$ cat config.mk
export PLATFORM = sky130hd
export DESIGN_NAME = neo_frame_sequencer
export DESIGN_NICKNAME = d
export VERILOG_FILES = /design/src/rtl/neo_frame_sequencer.sv
export SDC_FILE = /design/constraint.sdc
export NUM_CORES = 1
export LEC_CHECK = 0
export CORE_ASPECT_RATIO = 1.75
export CORE_MARGIN = 4
export CORE_UTILIZATION = 45
export DETAILED_ROUTE_END_ITERATION = 6
export SETUP_SLACK_MARGIN = 0.3
export SLEW_MARGIN = 30
export SYNTH_ARGS = -nofsm -noshare
export SYNTH_HDL_FRONTEND = slang
export SYNTH_SLANG_ARGS = --single-unit
$ cat constraint.sdc
create_clock -name Clk -period 17.3 [get_ports Clk]
set_clock_uncertainty 0.15 [all_clocks]
set_input_delay 2.595 -clock Clk [delete_from_list [all_inputs] [get_ports Clk]]
set_output_delay 2.595 -clock Clk [all_outputs]
set_load 0.02 [all_outputs]
$ cat src/rtl/neo_frame_sequencer.sv
// Frame sequencer for the NEO datapath: reads a frame from the sample RAM and writes
// psi[n] = x[n]^2 - x[n-1]*x[n+1] to the energy RAM. Optional macro: NEO_CLAMP_EN.
module neo_frame_sequencer #(
    parameter  int N  = 8,
    parameter  int M  = 16,
    localparam int AW = $clog2(M)
) (
    input  logic              Clk,
    input  logic              reset,
    input  logic              start,
    input  logic [AW:0]       len,
    output logic              busy,
    output logic              done,
    output logic              err,
    output logic              ren,
    output logic [AW-1:0]     raddr,
    input  logic [N-1:0]      rdata,
    output logic              wen,
    output logic [AW-1:0]     waddr,
    output logic [2*N:0]      wdata
);

    localparam int CW = AW + 2;

    localparam logic [AW:0] LEN_MIN = (AW+1)'(3);
    localparam logic [AW:0] LEN_MAX = (AW+1)'(M);

    typedef enum logic [1:0] {
        S_IDLE,
        S_READ,
        S_DRAIN,
        S_DONE
    } state_t;

    state_t                r_state;
    state_t                w_state_nxt;
    logic [CW-1:0]         r_cyc;
    logic [AW:0]           r_len;
    logic                  r_err;
    logic signed [N-1:0]   r_prev;
    logic signed [N-1:0]   r_curr;
    logic                  r_wen;
    logic [AW-1:0]         r_waddr;
    logic [2*N:0]          r_wdata;

    logic                  w_len_ok;
    logic                  w_active;
    logic [CW-1:0]         w_len_x;
    logic                  w_last_rd;
    logic                  w_last_wr;
    logic                  w_calc;
    logic signed [N-1:0]   w_next;
    logic signed [2*N-1:0] w_sq;
    logic signed [2*N-1:0] w_xp;
    logic signed [2*N:0]   w_psi;
    logic signed [2*N:0]   w_psi_q;

    assign w_len_ok  = (len >= LEN_MIN) && (len <= LEN_MAX);
    assign w_active  = (r_state == S_READ) || (r_state == S_DRAIN);
    assign w_len_x   = {1'b0, r_len};
    assign w_last_rd = (r_cyc == w_len_x - CW'(1));
    assign w_last_wr = (r_cyc == w_len_x + CW'(1));
    assign w_calc    = w_active && (r_cyc >= CW'(3)) && (r_cyc <= w_len_x);

    // The newest window sample is taken straight from rdata so centre j is
    // computed in cycle j+2 and lands on the write port in cycle j+3.
    assign w_next = rdata;
    assign w_sq   = r_curr * r_curr;
    assign w_xp   = r_prev * w_next;
    assign w_psi  = {w_sq[2*N-1], w_sq} - {w_xp[2*N-1], w_xp};

`ifdef NEO_CLAMP_EN
    assign w_psi_q = w_psi[2*N] ? '0 : w_psi;
`else
    assign w_psi_q = w_psi;
`endif

    always_ff @(posedge Clk) begin
        if (reset) begin
            r_state <= S_IDLE;
            r_cyc   <= '0;
            r_len   <= '0;
            r_err   <= 1'b0;
            r_prev  <= '0;
            r_curr  <= '0;
            r_wen   <= 1'b0;
            r_waddr <= '0;
            r_wdata <= '0;
        end else begin
            r_state <= w_state_nxt;
            r_cyc   <= w_active ? r_cyc + CW'(1) : '0;
            if (r_state == S_IDLE && start) begin
                r_len <= len;
                r_err <= !w_len_ok;
            end
            if (w_active) begin
                r_prev <= r_curr;
                r_curr <= w_next;
            end
            r_wen <= w_calc;
            if (w_calc) begin
                r_waddr <= AW'(r_cyc - CW'(2));
                r_wdata <= w_psi_q;
            end
        end
    end

    // NOTE: every output of this block is given a default first so no path leaves it unassigned (no latches).
    always_comb begin
        w_state_nxt = r_state;
        ren         = 1'b0;
        raddr       = '0;
        case (r_state)
            S_IDLE: begin
                if (start) begin
                    w_state_nxt = w_len_ok ? S_READ : S_DONE;
                end
            end
            S_READ: begin
                ren   = 1'b1;
                raddr = r_cyc[AW-1:0];
                if (w_last_rd) begin
                    w_state_nxt = S_DRAIN;
                end
            end
            S_DRAIN: begin
                if (w_last_wr) begin
                    w_state_nxt = S_DONE;
                end
            end
            S_DONE: begin
                w_state_nxt = S_IDLE;
            end
            default: begin
                w_state_nxt = S_IDLE;
            end
        endcase
    end

    assign busy  = (r_state != S_IDLE);
    assign done  = (r_state == S_DONE);
    assign err   = (r_state == S_DONE) && r_err;
    assign wen   = r_wen;
    assign waddr = r_waddr;
    assign wdata = r_wdata;

endmodule

==> impl_metrics.env, run 1 <==
export IMPL_crit_slowest_cell="fa_1"
export IMPL_routabilityCongestion=0.8601
export IMPL_final_common_cell="inv_1"
export IMPL_fin_crit_sh=0.4899
export IMPL_grt_max_degree=48
export IMPL_overflow=0
export IMPL_syn_num_nets=1037
export IMPL_drv_slew=0
export IMPL_synth_edf_count=0
export IMPL_io_pins=46
export IMPL_layout_common_cells="185 x inv_1, 127 x fa_1, 77 x ha_1"
export IMPL_cts_hold_buf=0
export IMPL_hold_viol=0
export IMPL_grt_busiest_layer="met2"
export IMPL_postSynthCellCount=817
export IMPL_wl_per_cell_um=14.84
export IMPL_worstSetupEndpointType="register"
export IMPL_drc=0
export IMPL_rows=62
export IMPL_wl_mm=15.88
export IMPL_fp_dieW_um=105.7
export IMPL_path_clk_slew_ns=0.08
export IMPL_cts_buffers=5
export IMPL_worst_slew_pin_transition_ns=0.9407
export IMPL_relSlewSlack=0.3702
export IMPL_cts_setup_buffers=0
export IMPL_area_growth_pct=10.58
export IMPL_status="finished clean"
export IMPL_ctsRootBufferMaster="clkbuf_16"
export IMPL_netlist_area_um2=7522
export IMPL_synth_top_flop_cell="dfxtp_1"
export IMPL_numPortBuffers=45
export IMPL_cts_max_level=2
export IMPL_worst_path_buf_inv=3
export IMPL_die_h_um=179.0
export IMPL_cp_start_kind="primary input"
export IMPL_maxCapViolations=0
export IMPL_antenna_found_initial=0
export IMPL_grt_usage=0.1818
export IMPL_layout_drive_gt1_share=0.02482
export IMPL_rsz0062_at_grt="false"
export IMPL_met1_usage=0.1852
export IMPL_core_um2=16450
export IMPL_layout_min_cycle_time_ns=8.475
export IMPL_worstPathArrival_ns=8.52
export IMPL_vias_per_cell=4.908
export IMPL_critPathKind="primary input to register"
export IMPL_drtIter0Drc=154
export IMPL_met2_usage=0.3735
export IMPL_synth_seq_cells=52
export IMPL_multi_input_area_um2=5674
export IMPL_n_antenna_cell=0
export IMPL_setup_violations=0
export IMPL_cts_buffer_depth=2
export IMPL_clock_sinks=52
export IMPL_required_ns=17.34
export IMPL_die_area_um2=18930
export IMPL_dp_hpwl_mm=13.47
export IMPL_avgSynthCellArea_um2=9.207
export IMPL_fmax_ghz=0.1180
export IMPL_grt_pass1_wl_mm=27.23
export IMPL_final_nets=1065
export IMPL_nFillCells=1615
export IMPL_path_delay_family="adder cells"
export IMPL_register_area_um2=1041
export IMPL_path_cells="clkdlybuf4s50_1 > nand2_1 > fa_1 > fa_1 > fa_1 > fa_1 > fa_1 > inv_1 > fa_1 > inv_1 > ha_1 > a21o_2 > nor2_1 > a21boi_2 > o21a_1 > o21a_1 > or3_1 > a31o_1"
export IMPL_worstPathMaxFanout=9
export IMPL_setup_tns_ns=0
export IMPL_dr_pass1_iters=4
export IMPL_synth_seq_area_share=0.1384
export IMPL_holdCritPathClass="register to register"
export IMPL_post_route_util=0.5058
export IMPL_cts_resized=0
export IMPL_num_vias=5252
export IMPL_cts_tree="built"
export IMPL_first_global_vias=5753
export IMPL_clk_latency_ns=0.30
export IMPL_met3_usage=0.01261
export IMPL_floorplan_initialDensity=0.4574
export IMPL_yosysUniqueCellTypes=47
export IMPL_ant_nets=0
export IMPL_crit_top_cell="fa_1"
export IMPL_synthArstFlopShare=0
export IMPL_slowest_delay_ns=0.81
export IMPL_synth_warning_count=0
==> worst register-to-register path, stage by stage (launching register included) <==
cell	delay, ns
dfxtp_1	0.61
inv_1	0.26
nor2_1	0.24
inv_1	0.09
fa_1	0.57
inv_1	0.14
fa_1	0.52
fa_1	0.53
fa_1	0.44
fa_1	0.54
inv_1	0.05
fa_1	0.52
inv_1	0.04
ha_1	0.34
o21ai_0	0.10
a21oi_1	0.07
a21boi_2	0.16
o21a_1	0.17
o21a_1	0.18
or3_1	0.31
a31o_1	0.20
==> cells by family after synthesis <==
group,Yosys count,synth area share
mux,31,0.04142
compound gates,62,0.05539
flops,52,0.1384
simple gates,216,0.1425
buf+inv,211,0.1084
fa+ha+maj,204,0.4661
xor+xnor,41,0.04774
==> cell usage after synthesis (all sizes together) (10+ instances only) <==
cell type	instances	share of area
nor2	59	0.029
mux2i	30	0.040
fa	127	0.34
a21oi	23	0.015
xnor2	32	0.037
ha	77	0.13
nand3	12	0.0080
o21ai	10	0.0067
dfxtp	52	0.14
clkbuf	21	0.012
nand2	51	0.025
inv	185	0.092
and2	48	0.040
==> registers in the layout, indices dropped and copies added, names as in the netlist <==
signal   flops
r_len        5
waddr        4
r_err        1
r_cyc        6
wdata       17
r_prev       8
wen          1
r_state      2
r_curr       8
==> final timing paths <==
path / from / end / slack [ns] / depth (start not counted)
hold reg to reg: r_err / r_err / 0.30 / 2
hold / removal: r_err / r_err / 0.30 / 2
setup reg to reg: r_curr[7] / wdata[14] / 10.95 / 20
setup / recovery: rdata[1] / wdata[14] / 8.82 / 18
==> final cells by class <==
type | instances | area share
Clock buffer | 5 | 0.01504
Clock inverter | 3 | 0.005114
Inverter | 185 | 0.08348
Multi-Input combinational cell | 554 | 0.6822
Sequential cell | 52 | 0.1252
Tap cell | 224 | 0.03369
Timing Repair Buffer | 47 | 0.05536
==> metrics by stage <==
stage                     instances  setup WS, ns  instance area, um2  hold WS [ns]
after detailed placement       1062         8.480                8150        0.2946
after floorplan                 817         9.398                7522        0.2817
after global routing           1070         8.350                8318        0.3266
after CTS                      1070         8.762                8318        0.3053
final                          1070         8.825                8318        0.3048
after global placement         1062         8.547                8150        0.2935
==> metal layers <==
layer	routed length, um	vias to the layer above
met1	5671	2604
li1	-	2548
met4	558	0
met2	9411	69
met3	238	31
met5	0	-
Power of run 1 is not shown: default switching activity piles up to over one toggle a cycle in this logic, so the estimate is an artifact.
==> run 2, diff against run 1 <==
==> constraint.sdc (replaced) <==
create_clock -name Clk -period 8.4 [get_ports Clk]
set_clock_uncertainty 0.15 [all_clocks]
set_input_delay 1.26 -clock Clk [delete_from_list [all_inputs] [get_ports Clk]]
set_output_delay 1.26 -clock Clk [all_outputs]
set_load 0.02 [all_outputs]
==> run 2 against run 1 <==
Effect of this change:
- setup slack got worse by 7.6 ns
- register-to-register slack got worse by 8.9 ns
- critical path depth rose by 1
- cell area barely moved
- global-route usage fell by 0.38 points
- non-clock buffer count rose by 1
- sequential cell count did not move
- first-iteration DRC count fell by 9.1%
- die area did not move
- cell count barely moved
- worst hold slack got worse by 0.0010 ns
- sequential share of layout area barely moved
==> impl_metrics.env, run 2 (synthesis results as in run 1) <==
export IMPL_status="finished clean"
export IMPL_antenna_found_initial=0
export IMPL_r2r_start="r_curr[7]"
export IMPL_path_clk_slew_ns=0.07
export IMPL_wl_mm=15.87
export IMPL_io_pins=46
export IMPL_dp_cells=1062
export IMPL_fin_cells=1071
export IMPL_core_um2=16450
export IMPL_overflow=0
export IMPL_drv_slew=0
export IMPL_rsz0062_at_grt="false"
export IMPL_num_vias=5259
export IMPL_layout_min_cycle_time_ns=7.153
export IMPL_rows=62
export IMPL_setup_violations=0
export IMPL_fp_dieW_um=105.7
export IMPL_final_nets=1066
export IMPL_die_h_um=179.0
export IMPL_setup_tns_ns=0
export IMPL_cp_start_kind="primary input"
export IMPL_die_area_um2=18930
export IMPL_worstSetupEndpointType="register"
export IMPL_cts_hold_buf=0
export IMPL_ff2ff_path_depth=20
export IMPL_floorplan_initialDensity=0.4574
export IMPL_grt_usage=0.1780
export IMPL_cts_buffer_depth=2
export IMPL_cts_resized=0
export IMPL_required_ns=8.45
export IMPL_ctsRootBufferMaster="clkbuf_16"
export IMPL_cts_max_level=2
export IMPL_cts_tree="built"
export IMPL_wl_per_cell_um=14.82
export IMPL_fin_crit_sh=0.8515
export IMPL_ant_nets=0
export IMPL_grt_pass1_wl_mm=26.60
export IMPL_nFillCells=1620
export IMPL_vias_per_cell=4.910
export IMPL_cts_buffers=5
export IMPL_hold_start="r_err"
export IMPL_relSlewSlack=0.4025
export IMPL_holdCritPathClass="register to register"
export IMPL_layout_drive_gt1_share=0.02597
export IMPL_drc=0
export IMPL_routabilityCongestion=0.8683
export IMPL_first_global_vias=5612
export IMPL_n_antenna_cell=0
export IMPL_dr_pass1_iters=4
export IMPL_register_area_um2=1041
export IMPL_critPathLaunch="rdata[1]"
export IMPL_final_common_cell="inv_1"
export IMPL_worstPathMaxFanout=9
export IMPL_worstPathArrival_ns=7.21
export IMPL_maxCapViolations=0
export IMPL_hold_viol=0
export IMPL_multi_input_area_um2=5674
export IMPL_worst_slew_pin_transition_ns=0.8963
export IMPL_grt_max_degree=48
export IMPL_clk_latency_ns=0.30
export IMPL_fmax_ghz=0.1398
export IMPL_layout_common_cells="185 x inv_1, 127 x fa_1, 77 x ha_1"
export IMPL_area_growth_pct=10.68
export IMPL_whs_path_depth=2
export IMPL_critPathKind="primary input to register"
export IMPL_dp_hpwl_mm=13.47
export IMPL_clock_sinks=52
export IMPL_largest_reg_flops=17
export IMPL_numPortBuffers=45
export IMPL_drtIter0Drc=140
export IMPL_cts_setup_buffers=0
## run 2: cell count changes in the layout (fill, tap and decap cells not counted), sizes merged
| cell | change |
|---|---|
| buf | +1 |
## run 2: routing by layer
metal | up-vias | wire, um | GRT usage
met2 | 77 | 9372 | 0.3661
met3 | 30 | 308 | 0.01333
li1 | 2547 | - | -
met5 | - | 0 | 0
met4 | 0 | 537 | 0.06915
met1 | 2605 | 5654 | 0.1818
## run 2: critical path: stages
cell and delay (ns):
clkdlybuf4s50_1 0.61, nand2_1 0.15, fa_1 0.82, inv_1 0.12, fa_1 0.72, inv_1 0.10, fa_1 0.54, fa_1 0.54
fa_1 0.54, inv_1 0.05, fa_1 0.52, inv_1 0.04, ha_1 0.35, a21oi_1 0.14, nor2b_1 0.05, o21ai_0 0.14
nand4b_1 0.13, xnor2_1 0.14, a211oi_1 0.22
## run 2: path summary, 6_finish.rpt
| check | end | slack (ns) |
|---|---|---|
| worst max-delay path | wdata[16] | 1.25 |
| worst min-delay path | r_err | 0.30 |
| worst min register to register | r_err | 0.30 |
| worst max register to register | wdata[14] | 2.04 |
## run 2: stage by stage
stage          area (um2)  hold slack, ns  setup WS [ns]  utilization
5_1_grt              8325          0.3266         0.9205       0.5062
2_1_floorplan        7522          0.2817          1.833            -
3_5_place_dp         8150          0.2946         0.9150       0.4956
4_1_cts              8318          0.3054          1.210       0.5058
6_report             8325          0.3038          1.247       0.5062
3_3_place_gp         8150          0.2926         0.9878       0.4956
## run 2: layout make-up
cell class,count,area share
Clock inverter,3,0.005110
Clock buffer,5,0.01503
Inverter,185,0.08341
Multi-Input combinational cell,554,0.6815
Tap cell,224,0.03366
Sequential cell,52,0.1250
Timing Repair Buffer,48,0.05621
Power of run 2 is left out for the same reason.
==> variant (settings of run 2) <==
The option `NEO_CLAMP_EN` is turned on by a define.
--- a/src/rtl/neo_frame_sequencer.sv
+++ b/src/rtl/neo_frame_sequencer.sv
@@ -1,4 +1,6 @@
 // Frame sequencer for the NEO datapath: reads a frame from the sample RAM and writes
 // psi[n] = x[n]^2 - x[n-1]*x[n+1] to the energy RAM. Optional macro: NEO_CLAMP_EN.
+`define NEO_CLAMP_EN
+
 module neo_frame_sequencer #(
     parameter  int N  = 8,
Behaviour: not the same (Yosys sat finds a counterexample within 10 cycles, from zero or initial values and one cycle with reset high).
==> variant against run 2 <==
Synthesized cell count grew 0.73%. Design area shrank 0.32%. First-iteration DRC count grew 44%. Synthesized area is essentially flat. Utilization shrank 0.16 points. Setup slack lost 0.24 ns. Count of clock-buffer cells in the layout grew 1. Via count grew 0.86%. Wire length grew 8.7%. Sequential cell count shrank 1.
Power is left out: the tool's default activity adds up to more than one toggle a clock period on the data nets, which glitch-free logic cannot reach.
==> variant: results <==
outcome:
  outcome: "finished clean"
placement:
  portBuffers: 44
  placed_cell_area_sq_mm: 0.008140
  dp_hpwl_mm: 14.55
  gp_congestion: 0.9034
  pre_cts_slack_ns: 0.6195
sta:
  tightest_slew_ns: 0.8095
  period_share_pct: 88.00
logic_synthesis:
  synth_ff_type: "dfxtp_1"
  synth_area_leaders: "fa_1 (34%), dfxtp_1 (14%), ha_1 (13%)"
  synth.distinct_cells: 56
  yosysWarnings: 0
  async_reset_ff_share_pct: 0
  avgSynthCellArea_sq_um: 9.131
  ys_seq_area_share_pct: 13.59
  synth_edf_count: 0
  synthTopCellsByCount: "inv_1 (190), fa_1 (127), ha_1 (77)"
  syn_nets: 1043
clock_tree:
  cts-root-buf: "clkbuf_16"
  htree_levels: 2
  clk_pin_slew_ns: 0.07
detailed_routing:
  dr_wl_met2_mm: 10.27
  wl_met1_mm: 5.884
  drt_first_pass_iters: 4
  vias: 5304
  drc_errors: 0
  viasPerCell: 4.934
  drt_iter0_markers: 202
  wl_met3_um: 324
  highest_layer: "met4"
  wl_per_cell_um: 16.05
global_route:
  grt_max_degree: 37
  grtUsageTotal_pct: 19.81
  grt_pass1_wl_mm: 28.99
  first_global_vias: 5839
critical_path:
  reg2reg_slack_ns: 1.62
  crit_path_start: "rdata[0]"
  critical_path.max_stage_delay_ns: 0.66
  reg2regPathDepth: 20
  critPathKind: "in2reg"
  rr_endpoint: "wdata[11]"
  critPathArrivalTime_ns: 7.48
  path_max_fanout: 12
layout:
  largest_register_ffs: 16
  nets: 1071
  multi_input_area_sq_mm: 0.005648
  drive_gt1_share_pct: 2.468
  n_fill_cell: 1595
min_path:
  hp-class: "reg2reg"
## variant: changes by cell type in the layout (fill, tap and decap cells not counted), moves of 5 or more
cell,before,now
nand4_1,7,2
or3_1,1,6
inv_1,185,190
mux2i_1,30,16
a22o_1,0,12
nand2_1,51,56
nor2_1,59,51
## variant: kinds of logic after synthesis
| logic type | count (synthesis) | synth area share [%] |
|---|---|---|
| AO/OA/AOI/OAI | 75 | 6.793 |
| XOR/XNOR | 39 | 4.729 |
| adder cells (fa/ha/maj) | 204 | 46.65 |
| buffers and inverters | 218 | 11.26 |
| flip-flops | 51 | 13.59 |
| multiplexers | 18 | 2.464 |
| other | 1 | 0.04990 |
| AND/OR/NAND/NOR | 217 | 14.47 |
## variant: layout make-up
type / count / area share [%]
multi-input cells: 554 / 68.05
flip-flops and latches: 51 / 12.30
inverters: 190 / 8.593
repair buffers: 49 / 5.759
well taps: 224 / 3.377
clock buffers: 6 / 1.553
clock inverters: 1 / 0.3618
## variant: how the worst min path moves through the flow
stage	start	slack, ns	end
global placement	wdata[4]	0.30	wdata[4]
global route	wdata[9]	0.34	wdata[9]
floorplan	r_err	0.28	r_err
CTS	wdata[9]	0.32	wdata[9]
finish	wdata[9]	0.31	wdata[9]
detailed placement	wdata[9]	0.31	wdata[9]
## variant: critical path: cells and delay by family
kind            cells  cell delay (ns)
buf+inv             5             0.97
xor+xnor            1             0.15
simple gates        3             0.98
fa+ha+maj           7             3.38
compound gates      4             0.74
## variant: layer usage
metal | GRT usage, % | up-vias
met5 | 0 | -
met4 | 8.374 | 0
met3 | 1.405 | 39
met2 | 41.43 | 75
met1 | 19.41 | 2632
li1 | - | 2558
